**src/rtl/systolic_pkg.sv**
```systemverilog
// Shared types, default widths and product-extension helper for the systolic PE.
package systolic_pkg;

    typedef enum logic [1:0] {
        IDLE  = 2'd0,
        ACCUM = 2'd1,
        DRAIN = 2'd2
    } pe_state_t;

    localparam int unsigned DATA_W_DEF = 8;
    localparam int unsigned ACC_W_DEF  = 24;
    localparam int unsigned EXT_W      = 64;

    // Sign- or zero-extends a prod_w-bit product held in the low bits of prod.
    function automatic logic [EXT_W-1:0] extend_product(
        input logic [EXT_W-1:0] prod,
        input int unsigned      prod_w,
        input logic             is_signed
    );
        logic [EXT_W-1:0] keep;
        logic             msb;
        keep = (EXT_W'(1) << prod_w) - EXT_W'(1);
        msb  = |(prod & (EXT_W'(1) << (prod_w - 1)));
        if (is_signed && msb)
            return prod | ~keep;
        return prod & keep;
    endfunction

endpackage

```
**src/rtl/systolic_mac_unit.sv**
```systemverilog
// Combinational multiply, extend and accumulate for one PE.
// SYSTOLIC_PE_SAT_EN selects clamping accumulation and exposes the clamp indication.
module systolic_mac_unit
    import systolic_pkg::*;
#(
    parameter int unsigned DATA_W = DATA_W_DEF,
    parameter int unsigned ACC_W  = ACC_W_DEF,
    parameter int unsigned SIGNED = 1
) (
    input  logic [DATA_W-1:0] a,
    input  logic [DATA_W-1:0] b,
    input  logic [ACC_W-1:0]  acc,
    input  logic              clr,
    output logic [ACC_W-1:0]  sum
`ifdef SYSTOLIC_PE_SAT_EN
    ,
    output logic              sat
`endif
);

    logic [2*DATA_W-1:0] prod;
    logic [ACC_W-1:0]    base;
    logic [ACC_W-1:0]    addend;

    // Low 2*DATA_W bits of an unsigned multiply of pre-extended operands equal the signed product.
    always_comb begin
        if (SIGNED != 0)
            prod = {{DATA_W{a[DATA_W-1]}}, a} * {{DATA_W{b[DATA_W-1]}}, b};
        else
            prod = {{DATA_W{1'b0}}, a} * {{DATA_W{1'b0}}, b};
        addend = ACC_W'(extend_product(EXT_W'(prod), 2 * DATA_W, SIGNED != 0));
        base   = clr ? '0 : acc;
    end

`ifdef SYSTOLIC_PE_SAT_EN
    logic [ACC_W:0] wide;

    always_comb begin
        if (SIGNED != 0)
            wide = {base[ACC_W-1], base} + {addend[ACC_W-1], addend};
        else
            wide = {1'b0, base} + {1'b0, addend};
        sat = 1'b0;
        sum = wide[ACC_W-1:0];
        if (SIGNED != 0) begin
            if (wide[ACC_W] != wide[ACC_W-1]) begin
                sat = 1'b1;
                sum = wide[ACC_W] ? {1'b1, {(ACC_W-1){1'b0}}} : {1'b0, {(ACC_W-1){1'b1}}};
            end
        end else if (wide[ACC_W]) begin
            sat = 1'b1;
            sum = '1;
        end
    end
`else
    assign sum = base + addend;
`endif

endmodule

```
**src/rtl/systolic_mac_pe.sv**
```systemverilog
// Output-stationary systolic MAC processing element with double-buffered result chain.
// Optional SYSTOLIC_PE_SAT_EN: saturating accumulation plus sticky sat_flg output.
module systolic_mac_pe
    import systolic_pkg::*;
#(
    parameter int unsigned DATA_W = DATA_W_DEF,
    parameter int unsigned ACC_W  = ACC_W_DEF,
    parameter int unsigned SIGNED = 1,
    parameter int unsigned CNT_W  = 16
) (
    input  logic              clock,
    input  logic              reset,
    input  logic [DATA_W-1:0] a_in,
    input  logic              a_vld_in,
    input  logic [DATA_W-1:0] b_in,
    input  logic              b_vld_in,
    input  logic              acc_clr,
    input  logic              capture,
    input  logic              shift,
    input  logic [ACC_W-1:0]  c_in,
    input  logic              c_vld_in,
    output logic [DATA_W-1:0] a_out,
    output logic              a_vld_out,
    output logic [DATA_W-1:0] b_out,
    output logic              b_vld_out,
    output logic [ACC_W-1:0]  c_out,
    output logic              c_vld_out,
    output logic [CNT_W-1:0]  mac_cnt,
    output logic [1:0]        state
`ifdef SYSTOLIC_PE_SAT_EN
    ,
    output logic              sat_flg
`endif
);

    logic             mac;
    logic [ACC_W-1:0] acc;
    logic [ACC_W-1:0] acc_next;
    pe_state_t        state_q;
    pe_state_t        state_d;

    assign mac   = a_vld_in & b_vld_in;
    assign state = state_q;

`ifdef SYSTOLIC_PE_SAT_EN
    logic sat_hit;
`endif

    systolic_mac_unit #(
        .DATA_W(DATA_W),
        .ACC_W (ACC_W),
        .SIGNED(SIGNED)
    ) u_mac (
        .a  (a_in),
        .b  (b_in),
        .acc(acc),
        .clr(acc_clr),
        .sum(acc_next)
`ifdef SYSTOLIC_PE_SAT_EN
        ,
        .sat(sat_hit)
`endif
    );

    always_ff @(posedge clock or negedge reset) begin
        if (!reset) begin
            a_out     <= '0;
            a_vld_out <= 1'b0;
            b_out     <= '0;
            b_vld_out <= 1'b0;
        end else begin
            a_out     <= a_in;
            a_vld_out <= a_vld_in;
            b_out     <= b_in;
            b_vld_out <= b_vld_in;
        end
    end

    // The mac unit already zeroes its base on acc_clr, so a MAC with clear yields the bare product.
    always_ff @(posedge clock or negedge reset) begin
        if (!reset) begin
            acc     <= '0;
            mac_cnt <= '0;
        end else begin
            if (mac)
                acc <= acc_next;
            else if (acc_clr)
                acc <= '0;

            if (acc_clr)
                mac_cnt <= mac ? CNT_W'(1) : '0;
            else if (mac && (mac_cnt != '1))
                mac_cnt <= mac_cnt + CNT_W'(1);
        end
    end

`ifdef SYSTOLIC_PE_SAT_EN
    always_ff @(posedge clock or negedge reset) begin
        if (!reset)
            sat_flg <= 1'b0;
        else if (acc_clr)
            sat_flg <= 1'b0;
        else if (mac && sat_hit)
            sat_flg <= 1'b1;
    end
`endif

    // Capture reads acc before this cycle's update, giving the double-buffer handoff.
    always_ff @(posedge clock or negedge reset) begin
        if (!reset) begin
            c_out     <= '0;
            c_vld_out <= 1'b0;
        end else if (capture) begin
            c_out     <= acc;
            c_vld_out <= 1'b1;
        end else if (shift) begin
            c_out     <= c_in;
            c_vld_out <= c_vld_in;
        end
    end

    always_ff @(posedge clock or negedge reset) begin
        if (!reset)
            state_q <= IDLE;
        else
            state_q <= state_d;
    end

    always_comb begin
        state_d = state_q;
        case (state_q)
            IDLE:    if (mac) state_d = ACCUM;
            ACCUM:   if (acc_clr && !mac) state_d = IDLE;
            DRAIN:   state_d = (mac_cnt != '0) ? ACCUM : IDLE;
            default: state_d = IDLE;
        endcase
        if (capture || shift)
            state_d = DRAIN;
    end

endmodule

```
**config.mk**
```make
export PLATFORM = sky130hd
export DESIGN_NAME = systolic_mac_pe
export DESIGN_NICKNAME = d
export VERILOG_FILES = /design/src/rtl/systolic_pkg.sv /design/src/rtl/systolic_mac_unit.sv /design/src/rtl/systolic_mac_pe.sv
export SDC_FILE = /design/constraint.sdc
export NUM_CORES = 1
export LEC_CHECK = 0
export ABC_AREA = 1
export CAP_MARGIN = 10
export CELL_PAD_IN_SITES_DETAIL_PLACEMENT = 1
export CELL_PAD_IN_SITES_GLOBAL_PLACEMENT = 2
export CORE_MARGIN = 5
export CORE_UTILIZATION = 35
export DETAILED_ROUTE_END_ITERATION = 8
export PLACE_DENSITY_LB_ADDON = 0.12
export RECOVER_POWER = 100
export SKIP_CTS_REPAIR_TIMING = 1
export SYNTH_ARGS = -nofsm -noshare
export SYNTH_HDL_FRONTEND = slang
export SYNTH_SLANG_ARGS = --single-unit
```
**constraint.sdc**
```tcl
create_clock -name clock -period 5.35 [get_ports clock]
set_input_delay 1.07 -clock clock [delete_from_list [all_inputs] [get_ports clock]]
set_output_delay 1.07 -clock clock [all_outputs]
set_load 0.01 [all_outputs]
```
# [After elaboration in Yosys (flattened, before gate mapping)]
# Cells that the tools add are included.
[totals] reg_bits=85 in_bits=48 output_inout_bits=61 wordCells=44
[op_classes] add_sub_neg=2 mul=1 eq_ne=5 n_mux=17 bitwise_logic=1 reduce_logical=9
[op_table] op="$mux W24" count=6
[op_table] op="$mux W16" count=2
[op_table] op="$add A24 B24 Y24" count=1
[op_table] op="$add A16 B1 Y16 const B" count=1
[op_table] op="$mul A8 B8 Y16" count=1
[op_table] op="$ne A16 B16 Y1 const B" count=1
[op_table] op="$reduce_bool A16 Y1" count=1
[op_table] op="$mux W2" count=3
[op_table] op="$ne A3 B3 Y1 const B" count=2
[op_table] op="$pmux W2 S3" count=1
[op_table] op="$mux W1" count=5
[op_table] op="$reduce_bool A2 Y1" count=2
[op_table] op="$eq A2 B1 Y1 const B" count=1
[op_table] op="$eq A2 B2 Y1 const B" count=1
[op_table] op="$logic_and A1 B1 Y1" count=2
[op_table] op="$logic_not A2 Y1" count=1
[op_table] op="$reduce_and A2 Y1" count=1
[op_table] op="$and A1 B1 Y1" count=1
[op_table] op="$logic_not A1 Y1" count=1
[op_table] op="$logic_or A1 B1 Y1" count=1

# [Depth between registers and ports, before layout]
[logic_depth] ltp_word=6 ltp_mapped=35 mapped_depth_nobuf=34

# [Cells and area by module]
# Synthesis repeated with hierarchy kept, for this count alone.
[unflattened] hier_cells=1029 hier_area_um2=7761.2
[modules_own_cells] mod="systolic_mac_unit" n_inst=1 cells_per_inst=624 area_each_um2=4145.2 seq_area_each_um2=0.0
[modules_own_cells] mod="systolic_mac_pe" n_inst=1 cells_per_inst=405 area_each_um2=3616.0 seq_area_each_um2=2127.0

# [Worst setup path after synthesis]
# OpenSTA, ideal clock, no wires.
[synth_path] path_type="input port to flip-flop" from="input port a_in[0]" to="register acc[21]" setup_time_ns=0.117 t_arrival_ns=6.511 required_ns=5.233 setup_slack_ns=-1.278 stages=31 path_buffers=1 path_cell_list="clkbuf_1 > or2_2 > fa_1 > fa_1 > inv_1 > fa_1 > inv_1 > fa_1 > inv_1 > ha_1 > a21o_1 > a31oi_1 > o21ai_0 > a21o_1 > a21oi_1 > inv_1 > nand2_1 > a21oi_1 > nor2_1 > xnor2_1 > ha_1 > nand2_1 > or2_2 > nand3_1 > nand3_1 > nand3_1 > nand2_1 > nand2_1 > nand2_1 > nand3_1 > nand2_1"
[synth_via] elab_chain_cells=5 word_cells_on_any_way=6 cone_classes="add/sub (1); mul (1); mux (4)"
[synth_rtl] item="from (decl)" line_no="systolic_mac_pe.sv:13" source="input logic [DATA_W-1:0] a_in,"
[synth_rtl] item="$mul A8 B8 Y16 *" line_no="systolic_mac_unit.sv:28" source="prod = {{DATA_W{a[DATA_W-1]}}, a} * {{DATA_W{b[DATA_W-1]}}, b};"
[synth_rtl] item="$mux W24 or $mux W1 (tied branches)" line_no="systolic_pkg.sv:24" source="if (is_signed && msb)"
[synth_rtl] item="$mux W24 *" line_no="systolic_pkg.sv:26" source="return prod & keep;"
[synth_rtl] item="$add A24 B24 Y24 *" line_no="systolic_mac_unit.sv:56" source="assign sum = base + addend;"
[synth_rtl] item="$mux W24 *" line_no="systolic_mac_pe.sv:85" source="if (mac)"
[synth_rtl] item="to (signal assigned)" line_no="systolic_mac_pe.sv:86" source="acc <= acc_next;"
[synth_rtl] item="to (decl)" line_no="systolic_mac_pe.sv:37" source="logic [ACC_W-1:0] acc;"
# Every way passes the cells marked *; elsewhere a longest branch is shown, timed or not. The select of a mux whose other input is x is not followed.
# A chain may end at the register's enable or synchronous reset.

# [Worst setup path after layout]
[layout_path] from="input port b_in[7]" to="register acc[20]"
[layout_via] elab_chain_cells=5 word_cells_on_any_way=6 cone_classes="add/sub (1); mul (1); mux (4)"
[layout_rtl] item="from (decl)" line_no="systolic_mac_pe.sv:15" source="input logic [DATA_W-1:0] b_in,"
[layout_rtl] item="$mul A8 B8 Y16 *" line_no="systolic_mac_unit.sv:28"
[layout_rtl] item="$mux W1 or $mux W24 (tied branches)" line_no="systolic_pkg.sv:24"
[layout_rtl] item="$mux W24 *" line_no="systolic_pkg.sv:26"
[layout_rtl] item="$add A24 B24 Y24 *" line_no="systolic_mac_unit.sv:56"
[layout_rtl] item="$mux W24 *" line_no="systolic_mac_pe.sv:85"
# Marked as above.

==> results.md <==
- Outcome: finished with violations
- Violated checks: negative setup slack
- CTS tree: yes
- Count leader, synth: inv_1
- Required time of the critical path: 5580 ps
- Post-Route WL: 21.7 mm
- Slew HR: 0.425
- Dominant synthesized flop cell: dfrtp_1
- Max-cap check violation count: 0
- Pwr/cell area: 604 mW/mm^2
- Gpl congestion: 0.795
- Fmax: 162 MHz
- # rows: 53
- Least-Margin Pin Slew: 857 ps
- Register bit count reported by yosys: 85
- Layout overhead on the synthesized area: 37.7%
- Finish-stage setup viols: 14
- Hold_sp: state[1]
- Pre-CTS WS: -1470 ps
- Port Buf Inserts: 108
- Final worst-path cycle share: 1.15
- ANT nets after route: 0
- Number of detailed-route iterations in the first pass: 4
- Total CTS buffers: 9
- Worst Skew: 8.75 ps
- Die footprint: 0.0240 sq mm
- Initial antenna violation count: 1
- Area fraction of the dominant cell type after synthesis: 0.289
- Synth unique cells: 44
- Gr usage total: 0.184
- Worst-case clock buffer depth: 2
- Largest net degree at the start of global routing: 48
- Final #Nets: 1319
- H-tree Lvls: 3
- Setup crit end kind: register
- Die span in y: 155 um
- Syn_nets: 1108
- Top cells by area, synth: dfrtp_1 (29%), fa_1 (15%), inv_1 (10%)
- CP max stage delay: 560 ps
- Pleak: 5.39 nW
- First-pass GRT wire length: 35.9 mm
- Layout fillers: 2580
- Startpoint Class: input pin
- Hold/Removal Path Class: reg2reg
- Placed cell area: 0.00962 sq mm
- Share of post-route cells with drive strength above 1: 0.205
- Fin. max-slew vios: 0
- Drt first-iter violations: 222
- Worst-Skew Late Latency: 350 ps
- Setup Crit Path Kind: in2reg
- Reg2reg setup slack: 2730 ps
- Yosys top cell by area: dfrtp_1
- DP HPWL: 17.1 mm
- Mean Syn Cell Area: 7.72 sq um
- Vias in the first global route: 7258
- CP max-delay cell: fa_1
- Ys Warns: 0
- Reg2Reg Capture Point: acc[16]
- Hold Path Depth: 1
- Finished Cell Area: 0.0101 sq mm
- Die W: 155 um
- Sink of the worst hold path: state[0]
- Via/cell ratio: 4.67
- Reg clk slew, reported paths: 70 ps
- Vias post-DR: 6746
- Clock Sinks: 85
- Initial Util: 0.353
- Arrival @ worst endpoint: 6400 ps
- Syn Inst Count: 952
- Final worst slack: -820 ps
- Tmin final: 6170 ps
- Wire length per cell: 15.1 um
- Remaining DRCs: 0
- Critical Path Fanout Max: 4
- Commonest cells post-synth: inv_1 (204), nand2_1 (198), dfrtp_1 (85), nor2_1 (64), fa_1 (56)
- Sequential area share after synthesis: 0.289
- GR Overflow Total: 0
- VDD IR max: 0.359 mV
- EDFF count, synth: 0
- Synthesized area: 0.00735 sq mm
- I/O pin count: 109
- Core area: 0.0208 sq mm
- Critical Path Most Common Cell: fa_1
- Final Hold Viols: 0
- RR Startpoint: acc[0]
- R2R depth: 15
- CTS root buffer: clkbuf_16
- RSZ-0062 raised after global routing: true
- Post-synth ARST share: 1.00
## final cells by class
cell class	count	area, sq um	share of cell area
multi-input combinational	618	4530	0.448
sequential	85	2130	0.210
timing repair buffer	234	2000	0.197
inverter	215	810	0.0799
tap	275	344	0.0340
clock buffer	10	239	0.0236
clock inverter	6	75.1	0.00741
antenna	1	2.50	0.000247
## critical path: cells and delay by family
| kind | cells | cell delay, ps |
|---|---|---|
| AOI/OAI and AO/OA | 9 | 1190 |
| xor gates and xnor gates | 1 | 80 |
| adders and majority gates | 6 | 2730 |
| buffers and inverters | 7 | 430 |
| and+or+nand+nor | 9 | 880 |
## metrics by stage
step                 util  instances  setup TNS [ps]  hold slack [ps]  power, mW
global placement    0.462       1421          -18810              456       4.89
floorplan               -        952           -5990              500       3.25
finish              0.486       1444           -7630              475       6.12
detailed placement  0.462       1421          -19640              460       4.98
global route        0.486       1444          -12560              504       6.70
CTS                 0.477       1437          -13810              473       5.71
## cell usage in the layout (no fill, tap or decap), drive strengths merged
cell,instances
xnor2,12
o22ai,24
diode,1
clkbuf,17
dfrtp,85
nor2,69
xor2,16
o21a,1
nor4,4
o31ai,2
a21boi,2
clkinv,2
dlymetal6s2s,4
fa,56
a22oi,1
inv,217
o21ai,33
bufinv,1
clkdlybuf4s50,91
a211oi,1
buf,132
a221oi,2
o211ai,1
nand2,208
nand3b,1
or2,3
o211a,1
nand4,3
a21oi,37
nand3,41
o21bai,2
a21o,4
clkinvlp,1
ha,52
nor3,37
a31oi,5
## where the power goes
group          internal (mW)  switching (mW)
clock network          0.383           0.303
logic                   2.26            2.35
registers              0.750          0.0672
total                   3.39            2.72
## worst max path at each step
| stage | from | end | slack, ps | cells after the start |
|---|---|---|---|---|
| 2_1_floorplan | b_in[4] | acc[21] | -760 | 34 |
| 3_3_place_gp | b_in[2] | acc[22] | -1360 | 27 |
| 3_5_place_dp | a_in[4] | acc[23] | -1470 | 32 |
| 4_1_cts | a_in[2] | acc[23] | -1130 | 35 |
| 5_1_grt | b_in[7] | acc[20] | -1140 | 32 |
| 6_report | b_in[7] | acc[20] | -820 | 32 |
## kinds of logic (layout without fill, tap and decap cells)
family | Yosys count | count (layout) | synth area share
simple gates | 366 | 366 | 0.215
flops | 85 | 85 | 0.289
compound gates | 116 | 116 | 0.0939
other cells | 0 | 1 | 0
buf+inv | 249 | 465 | 0.128
fa+ha+maj | 108 | 108 | 0.241
xor+xnor | 28 | 28 | 0.0333
## sequential cells by signal (all words and copies together), names as in the netlist
signal / count
acc: 24
c_out: 24
mac_cnt: 16
a_out: 8
b_out: 8
state: 2
a_vld_out: 1
b_vld_out: 1
c_vld_out: 1
## layer usage
metal  track usage  up-vias  wire length (um)
li1              -     3357                 -
met1         0.250     3307             10200
met2         0.316       67             10700
met3        0.0245       15               582
met4        0.0349        0               174
met5             0        -                 0
Power figures use the tool's default switching activity.
